===== config.mk =====
export PLATFORM = sky130hd
export DESIGN_NAME = fb_flush_arbiter_flat
export DESIGN_NICKNAME = d
export VERILOG_FILES = /design/src/rtl/gpu_pkg.sv /design/src/rtl/fb_flush_arbiter_if.sv /design/src/rtl/fb_flush_arbiter.sv /design/src/flat_wrapper.sv
export SDC_FILE = /design/constraint.sdc
export NUM_CORES = 1
export LEC_CHECK = 0
export BUFFER_PORTS_ARGS = -buffer_cell sky130_fd_sc_hd__buf_4
export CAP_MARGIN = 20
export CORE_UTILIZATION = 41
export CTS_CLUSTER_SIZE = 28
export DETAILED_ROUTE_END_ITERATION = 7
export PLACE_DENSITY = 0.81
export SYNTH_ARGS = -nofsm -noshare
export SYNTH_HDL_FRONTEND = slang
export SYNTH_SLANG_ARGS = --single-unit

===== constraint.sdc =====
create_clock -name clk -period 2.8 [get_ports clk]
set_clock_uncertainty 0.05 [all_clocks]
set_input_delay 0.28 -clock clk [delete_from_list [all_inputs] [get_ports clk]]
set_output_delay 0.28 -clock clk [all_outputs]
set_load 0.005 [all_outputs]

===== src/rtl/gpu_pkg.sv =====
// rtl/gpu_pkg.sv - shared GPU types and widths for the frame-buffer flush path
//
// Purpose: state encoding of the flush arbiter, pixel/address widths and the
// pixel-number to SDRAM byte-address mapping.
// Ports: none (package).
package gpu_pkg;

  localparam int PIX_W     = 17;
  localparam int SD_ADDR_W = 26;
  localparam int PIXEL_W   = 24;

  typedef enum logic [2:0] {
    BLEND,
    FL_ADDR,
    FL_DATA,
    FL_WRITE,
    DONE
  } fb_flush_state_t;

  // One pixel occupies one 32-bit SDRAM word; the add wraps at 2^26.
  function automatic logic [SD_ADDR_W-1:0] pix_to_sd_addr(
    input logic [SD_ADDR_W-1:0] base,
    input logic [PIX_W-1:0]     pix
  );
    logic [SD_ADDR_W-1:0] ofs;
    ofs = {{(SD_ADDR_W-PIX_W-2){1'b0}}, pix, 2'b00};
    return base + ofs;
  endfunction

endpackage


===== src/rtl/fb_flush_arbiter_if.sv =====
// rtl/fb_flush_arbiter_if.sv - Avalon-MM write bus between flush arbiter and SDRAM
//
// Purpose: groups the SDRAM master write signals.
// Ports (master view): sd_write, sd_address[25:0], sd_wdata[31:0] out;
//                      sd_waitrequest in.
interface fb_flush_arbiter_if;
  import gpu_pkg::*;

  logic                 sd_write;
  logic [SD_ADDR_W-1:0] sd_address;
  logic [31:0]          sd_wdata;
  logic                 sd_waitrequest;

  modport master (
    output sd_write,
    output sd_address,
    output sd_wdata,
    input  sd_waitrequest
  );

  modport slave (
    input  sd_write,
    input  sd_address,
    input  sd_wdata,
    output sd_waitrequest
  );

endinterface


===== src/rtl/fb_flush_arbiter.sv =====
// rtl/fb_flush_arbiter.sv - frame-buffer arbiter: blender access, then flush to SDRAM
//
// Purpose: while blending, the blender owns the external M9 frame-buffer RAM.
// On frame_ready the arbiter takes the RAM and copies every pixel to SDRAM,
// one pixel per three cycles (address, data, write), then hands the RAM back.
// Ports:
//   clk, n_rst                          clock, asynchronous active-low reset
//   bl_write/bl_read/bl_addr/bl_wdata   blender requests
//   bl_rdata, bl_grant                  blender read data, access granted
//   frame_ready                         pulse: start flush
//   m9_we/m9_waddr/m9_wdata/m9_raddr    RAM control
//   m9_rdata                            RAM read data (one-cycle latency)
//   sd                                  SDRAM Avalon-MM write master
//   flush_done, busy                    flush complete pulse, not blending
module fb_flush_arbiter
  import gpu_pkg::*;
#(
  parameter int unsigned          FRAME_PIXELS = 76800,
  parameter logic [SD_ADDR_W-1:0] SD_BASE      = 26'h0000000
) (
  input  logic               clk,
  input  logic               n_rst,
  input  logic               bl_write,
  input  logic               bl_read,
  input  logic [PIX_W-1:0]   bl_addr,
  input  logic [PIXEL_W-1:0] bl_wdata,
  output logic [PIXEL_W-1:0] bl_rdata,
  output logic               bl_grant,
  input  logic               frame_ready,
  output logic               m9_we,
  output logic [PIX_W-1:0]   m9_waddr,
  output logic [PIXEL_W-1:0] m9_wdata,
  output logic [PIX_W-1:0]   m9_raddr,
  input  logic [PIXEL_W-1:0] m9_rdata,
  fb_flush_arbiter_if.master sd,
  output logic               flush_done,
  output logic               busy
);

  localparam logic [PIX_W-1:0] LAST_PIX = PIX_W'(FRAME_PIXELS - 1);

  fb_flush_state_t    state_q, state_d;
  logic [PIX_W-1:0]   pix_cnt_q, pix_cnt_d;
  logic [PIXEL_W-1:0] hold_q, hold_d;

  always_comb begin
    state_d   = state_q;
    pix_cnt_d = pix_cnt_q;
    hold_d    = hold_q;
    case (state_q)
      BLEND: begin
        if (frame_ready) begin
          state_d   = FL_ADDR;
          pix_cnt_d = '0;
        end
      end
      FL_ADDR: state_d = FL_DATA;
      FL_DATA: begin
        // RAM data for the address presented in FL_ADDR is valid now.
        hold_d  = m9_rdata;
        state_d = FL_WRITE;
      end
      FL_WRITE: begin
        if (!sd.sd_waitrequest) begin
          if (pix_cnt_q == LAST_PIX) begin
            state_d = DONE;
          end else begin
            pix_cnt_d = pix_cnt_q + 1'b1;
            state_d   = FL_ADDR;
          end
        end
      end
      DONE: begin
        pix_cnt_d = '0;
        state_d   = BLEND;
      end
      default: state_d = BLEND;
    endcase
  end

  always_ff @(posedge clk or negedge n_rst) begin
    if (!n_rst) begin
      state_q   <= BLEND;
      pix_cnt_q <= '0;
      hold_q    <= '0;
    end else begin
      state_q   <= state_d;
      pix_cnt_q <= pix_cnt_d;
      hold_q    <= hold_d;
    end
  end

  // Outputs decode the state flops only, so reset clears them immediately
  // and the SDRAM write stays stable for as long as waitrequest holds it.
  assign bl_grant   = (state_q == BLEND);
  assign busy       = (state_q != BLEND);
  assign flush_done = (state_q == DONE);

  assign m9_we    = bl_grant & bl_write;
  assign m9_waddr = bl_addr;
  assign m9_wdata = bl_wdata;
  assign m9_raddr = bl_grant ? bl_addr : pix_cnt_q;
  assign bl_rdata = m9_rdata;

  assign sd.sd_write   = (state_q == FL_WRITE);
  assign sd.sd_address = pix_to_sd_addr(SD_BASE, pix_cnt_q);
  assign sd.sd_wdata   = {8'h00, hold_q};

endmodule


===== src/flat_wrapper.sv =====
// flat-port wrapper written by rule: the top's interface ports become plain ports
module fb_flush_arbiter_flat import gpu_pkg::*;
#(
  parameter int unsigned          FRAME_PIXELS = 76800,
  parameter logic [SD_ADDR_W-1:0] SD_BASE      = 26'h0000000
)
  (clk, n_rst, bl_write, bl_read, bl_addr, bl_wdata, bl_rdata, bl_grant, frame_ready, m9_we, m9_waddr, m9_wdata, m9_raddr, m9_rdata, flush_done, busy, sd_sd_write, sd_sd_address, sd_sd_wdata, sd_sd_waitrequest);
  fb_flush_arbiter_if sd_i ();
  input  logic clk;
  input  logic n_rst;
  input  logic bl_write;
  input  logic bl_read;
  input  logic [PIX_W-1:0] bl_addr;
  input  logic [PIXEL_W-1:0] bl_wdata;
  output logic [PIXEL_W-1:0] bl_rdata;
  output logic bl_grant;
  input  logic frame_ready;
  output logic m9_we;
  output logic [PIX_W-1:0] m9_waddr;
  output logic [PIXEL_W-1:0] m9_wdata;
  output logic [PIX_W-1:0] m9_raddr;
  input  logic [PIXEL_W-1:0] m9_rdata;
  output logic flush_done;
  output logic busy;
  output wire logic [$bits(sd_i.sd_write)-1:0] sd_sd_write;
  output wire logic [$bits(sd_i.sd_address)-1:0] sd_sd_address;
  output wire logic [$bits(sd_i.sd_wdata)-1:0] sd_sd_wdata;
  input wire logic [$bits(sd_i.sd_waitrequest)-1:0] sd_sd_waitrequest;
  assign sd_sd_write = sd_i.sd_write;
  assign sd_sd_address = sd_i.sd_address;
  assign sd_sd_wdata = sd_i.sd_wdata;
  assign sd_i.sd_waitrequest = sd_sd_waitrequest;
  fb_flush_arbiter #(.FRAME_PIXELS(FRAME_PIXELS), .SD_BASE(SD_BASE)) u_core (.clk(clk), .n_rst(n_rst), .bl_write(bl_write), .bl_read(bl_read), .bl_addr(bl_addr), .bl_wdata(bl_wdata), .bl_rdata(bl_rdata), .bl_grant(bl_grant), .frame_ready(frame_ready), .m9_we(m9_we), .m9_waddr(m9_waddr), .m9_wdata(m9_wdata), .m9_raddr(m9_raddr), .m9_rdata(m9_rdata), .sd(sd_i), .flush_done(flush_done), .busy(busy));
endmodule

==> results.yml <==
run_status:
  status: "complete, no violations"
drt:
  drt-initial-drc-count: 119
  antenna_left: 0
  vias: 2388
  viasPerCell: 5.07
  routed_wl_microns: 7050
  wl_per_cell_microns: 15.0
  drt-pass1-iter-count: 4
  drt_drc_violations_left: 0
sta:
  setup_viol: 0
  hold_viol: 0
  setup_tns_ps: 0
  worst_pin_slew_ps: 659
  timing.final.crit_share: 0.896
  slew-limit-headroom: 0.557
  slew_viol_final: 0
  period_needed_ps: 2510
  rsz0062_at_grt: "no"
  max_freq_mhz: 399
synth:
  synthCells: 292
  synth-seq-cells: 44
  async_reset_ff_frac: 1.00
  synth_compound_area_frac: 0.122
  synth_area_leaders: "dfrtp_1 (37%), buf_4 (21%), mux2_2 (13%), nand2_1 (1.8%), a211o_1 (1.5%)"
  synth-seq-area-share: 0.373
  synth_simple_gate_area_share: 0.119
  synthTopCellsByCount: "buf_4 (82), dfrtp_1 (44), mux2_2 (35), nand2_1 (14), nor2_1 (8)"
  ys_types: 51
  synth.area.mux_share: 0.148
  synth-xor-area-share: 0
  synth_most_common_cell: "buf_4"
  synthAdderAreaFrac: 0.00424
  syn_area_sq_um: 2950
  synth_top_family_by_area: "buffers and inverters"
  yosysTopAreaCell: "dfrtp_1"
  yosys_warnings: 0
  syn_avg_cell_area_sq_um: 10.1
  synth_edf_count: 0
  synth_flop_cell: "dfrtp_1"
  synth_top_cell_area_share: 0.373
worst_setup_path:
  crit_family: "simple AND/OR/NAND/NOR gates"
  critical_path_depth: 5
  r2r_end: "u_core.pix_cnt_q[16]"
  path_buf_inv: 2
  cp_common_cell: "buf_4"
  path_class: "reg -> out"
  timing.rr.start: "u_core.pix_cnt_q[1]"
  path_cells: "or2_0 -> nor2_2 -> buf_4 -> mux2_2 -> buf_4"
  required_ps: 2470
  slowest_delay_ps: 460
  rr_worst_depth: 5
  endpoint_kind: "output port"
  cp.arrival_ps: 2180
  crit_fanout: 21
  r2r_setup_slack_ps: 580
  critical-path-slowest-cell: "dfrtp_1"
  cp-start-kind: "register"
power:
  fin_total_pwr_w: 0.00314
  power_density_nw_per_um2: 841
  leakage_nw: 1.87
  vdd_drop_max_uv: 295
cts:
  h-tree-depth: 2
  cts_setup_buffers: 0
  path_clk_slew_ps: 90
  clock_sinks: 44
  cts_tree: "done"
  clk-insertion-delay-late_ps: 300
  cts_made_buffers: 5
  root_buffer: "clkbuf_8"
  cts_resized: 0
  clk_path_buf_depth: 2
layout:
  multiInputGateArea_sq_um: 1230
  drive_gt1_frac: 0.541
  antenna_cells: 0
  regArea_sq_um: 1100
  synthToLayoutAreaGrowth_pct: 26.6
  final_nets: 446
  design_area_sq_um: 3740
  fill_cells: 609
grt:
  overflow: 0
  grt_pass1_wl_microns: 10700
  grt_max_degree: 45
  grt_antenna_before_repair: 0
  grt.total_usage: 0.184
  first_global_vias: 2179
placed_design:
  gp_congestion: 0.892
  placed_area_sq_um: 3610
  hpwl_microns: 5350
  port_buffers: 149
hold_path:
  min_path_type: "in -> reg"
  hold_end: "u_core.hold_q[6]"
  hold_path_depth: 2
  hold_start: "m9_rdata[6]"
flow_run:
  drv_cap: 0
floorplanning:
  rows: 30
  fp.dieH_microns: 86.9
  top_level_ports: 216
  die_area_sq_um: 7550
  core_area_sq_um: 6870
  die_w_microns: 86.9
  start_util: 0.430
[stage by stage]
stage,worst slack [ps],hold WS (ps),std cells,utilization
floorplan,810,-65.6,308,-
global placement,634,261,462,0.526
detailed placement,594,264,462,0.526
CTS,258,157,471,0.544
global route,172,147,471,0.544
finish,292,169,471,0.544
[sequential cells by signal, summed over array words and instances, names as in the netlist]
register	flops
u_core.hold_q	24
u_core.pix_cnt_q	17
u_core.state_q	3
[cell families (layout without fill, tap and decap cells)]
logic type / after synthesis / after routing
mux: 39 / 39
other cells: 1 / 17
compound gates: 46 / 46
simple gates: 61 / 61
flops: 44 / 44
fa+ha+maj: 1 / 1
buf+inv: 100 / 167
[worst register-to-register path, cell delays in order, from the launching register on]
cell     delay, ps
dfrtp_1        440
ha_1           270
nand4_2        250
or4_1          620
and3_1         220
a211o_1        260
[repair_timing]
item,CTS,global route
hold endpoints to repair,44,0
setup endpoints to repair,0,0
hold buffers,1,0
[routing by layer]
layer / vias to the layer above / share of wire / track usage / wire length [microns]
met3: 19 / 0.072 / 0.0341 / 505
met1: 1140 / 0.39 / 0.225 / 2720
met5: - / 0 / 0 / 0
met2: 122 / 0.52 / 0.321 / 3690
met4: 0 / 0.018 / 0.0727 / 129
li1: 1107 / - / - / -
[layout make-up]
| class | count | share of cell area |
|---|---|---|
| multi-input cells | 164 | 0.329 |
| repair buffers | 152 | 0.306 |
| flip-flops and latches | 44 | 0.295 |
| well taps | 96 | 0.0321 |
| clock buffers | 5 | 0.0184 |
| clock inverters | 3 | 0.0124 |
| inverters | 7 | 0.00703 |
[placed cells by master, fill, tap and decap left out, types with 5 or more instances in the layout]
master and instances:
a211o_1 5, dfrtp_1 44, o21ai_0 7, nand2_1 14
nor3_1 7, mux2_2 35, inv_1 7, clkbuf_8 5
nor2_1 7, buf_4 151, nor4_1 5, conb_1 17
[power by group]
| group | internal, W | switching, W |
|---|---|---|
| registers | 0.000888 | 0.000223 |
| logic | 0.000906 | 0.000633 |
| clock network | 0.000269 | 0.000224 |
[how the worst max path moves through the flow]
stage / start / to
5_1_grt: u_core.state_q[0] / m9_raddr[6]
3_3_place_gp: u_core.state_q[0] / m9_raddr[15]
3_5_place_dp: u_core.state_q[0] / m9_raddr[6]
6_report: u_core.state_q[0] / m9_raddr[6]
2_1_floorplan: u_core.state_q[0] / m9_raddr[11]
4_1_cts: u_core.state_q[0] / m9_raddr[6]
Note: power is estimated with default switching activity, not from simulation.
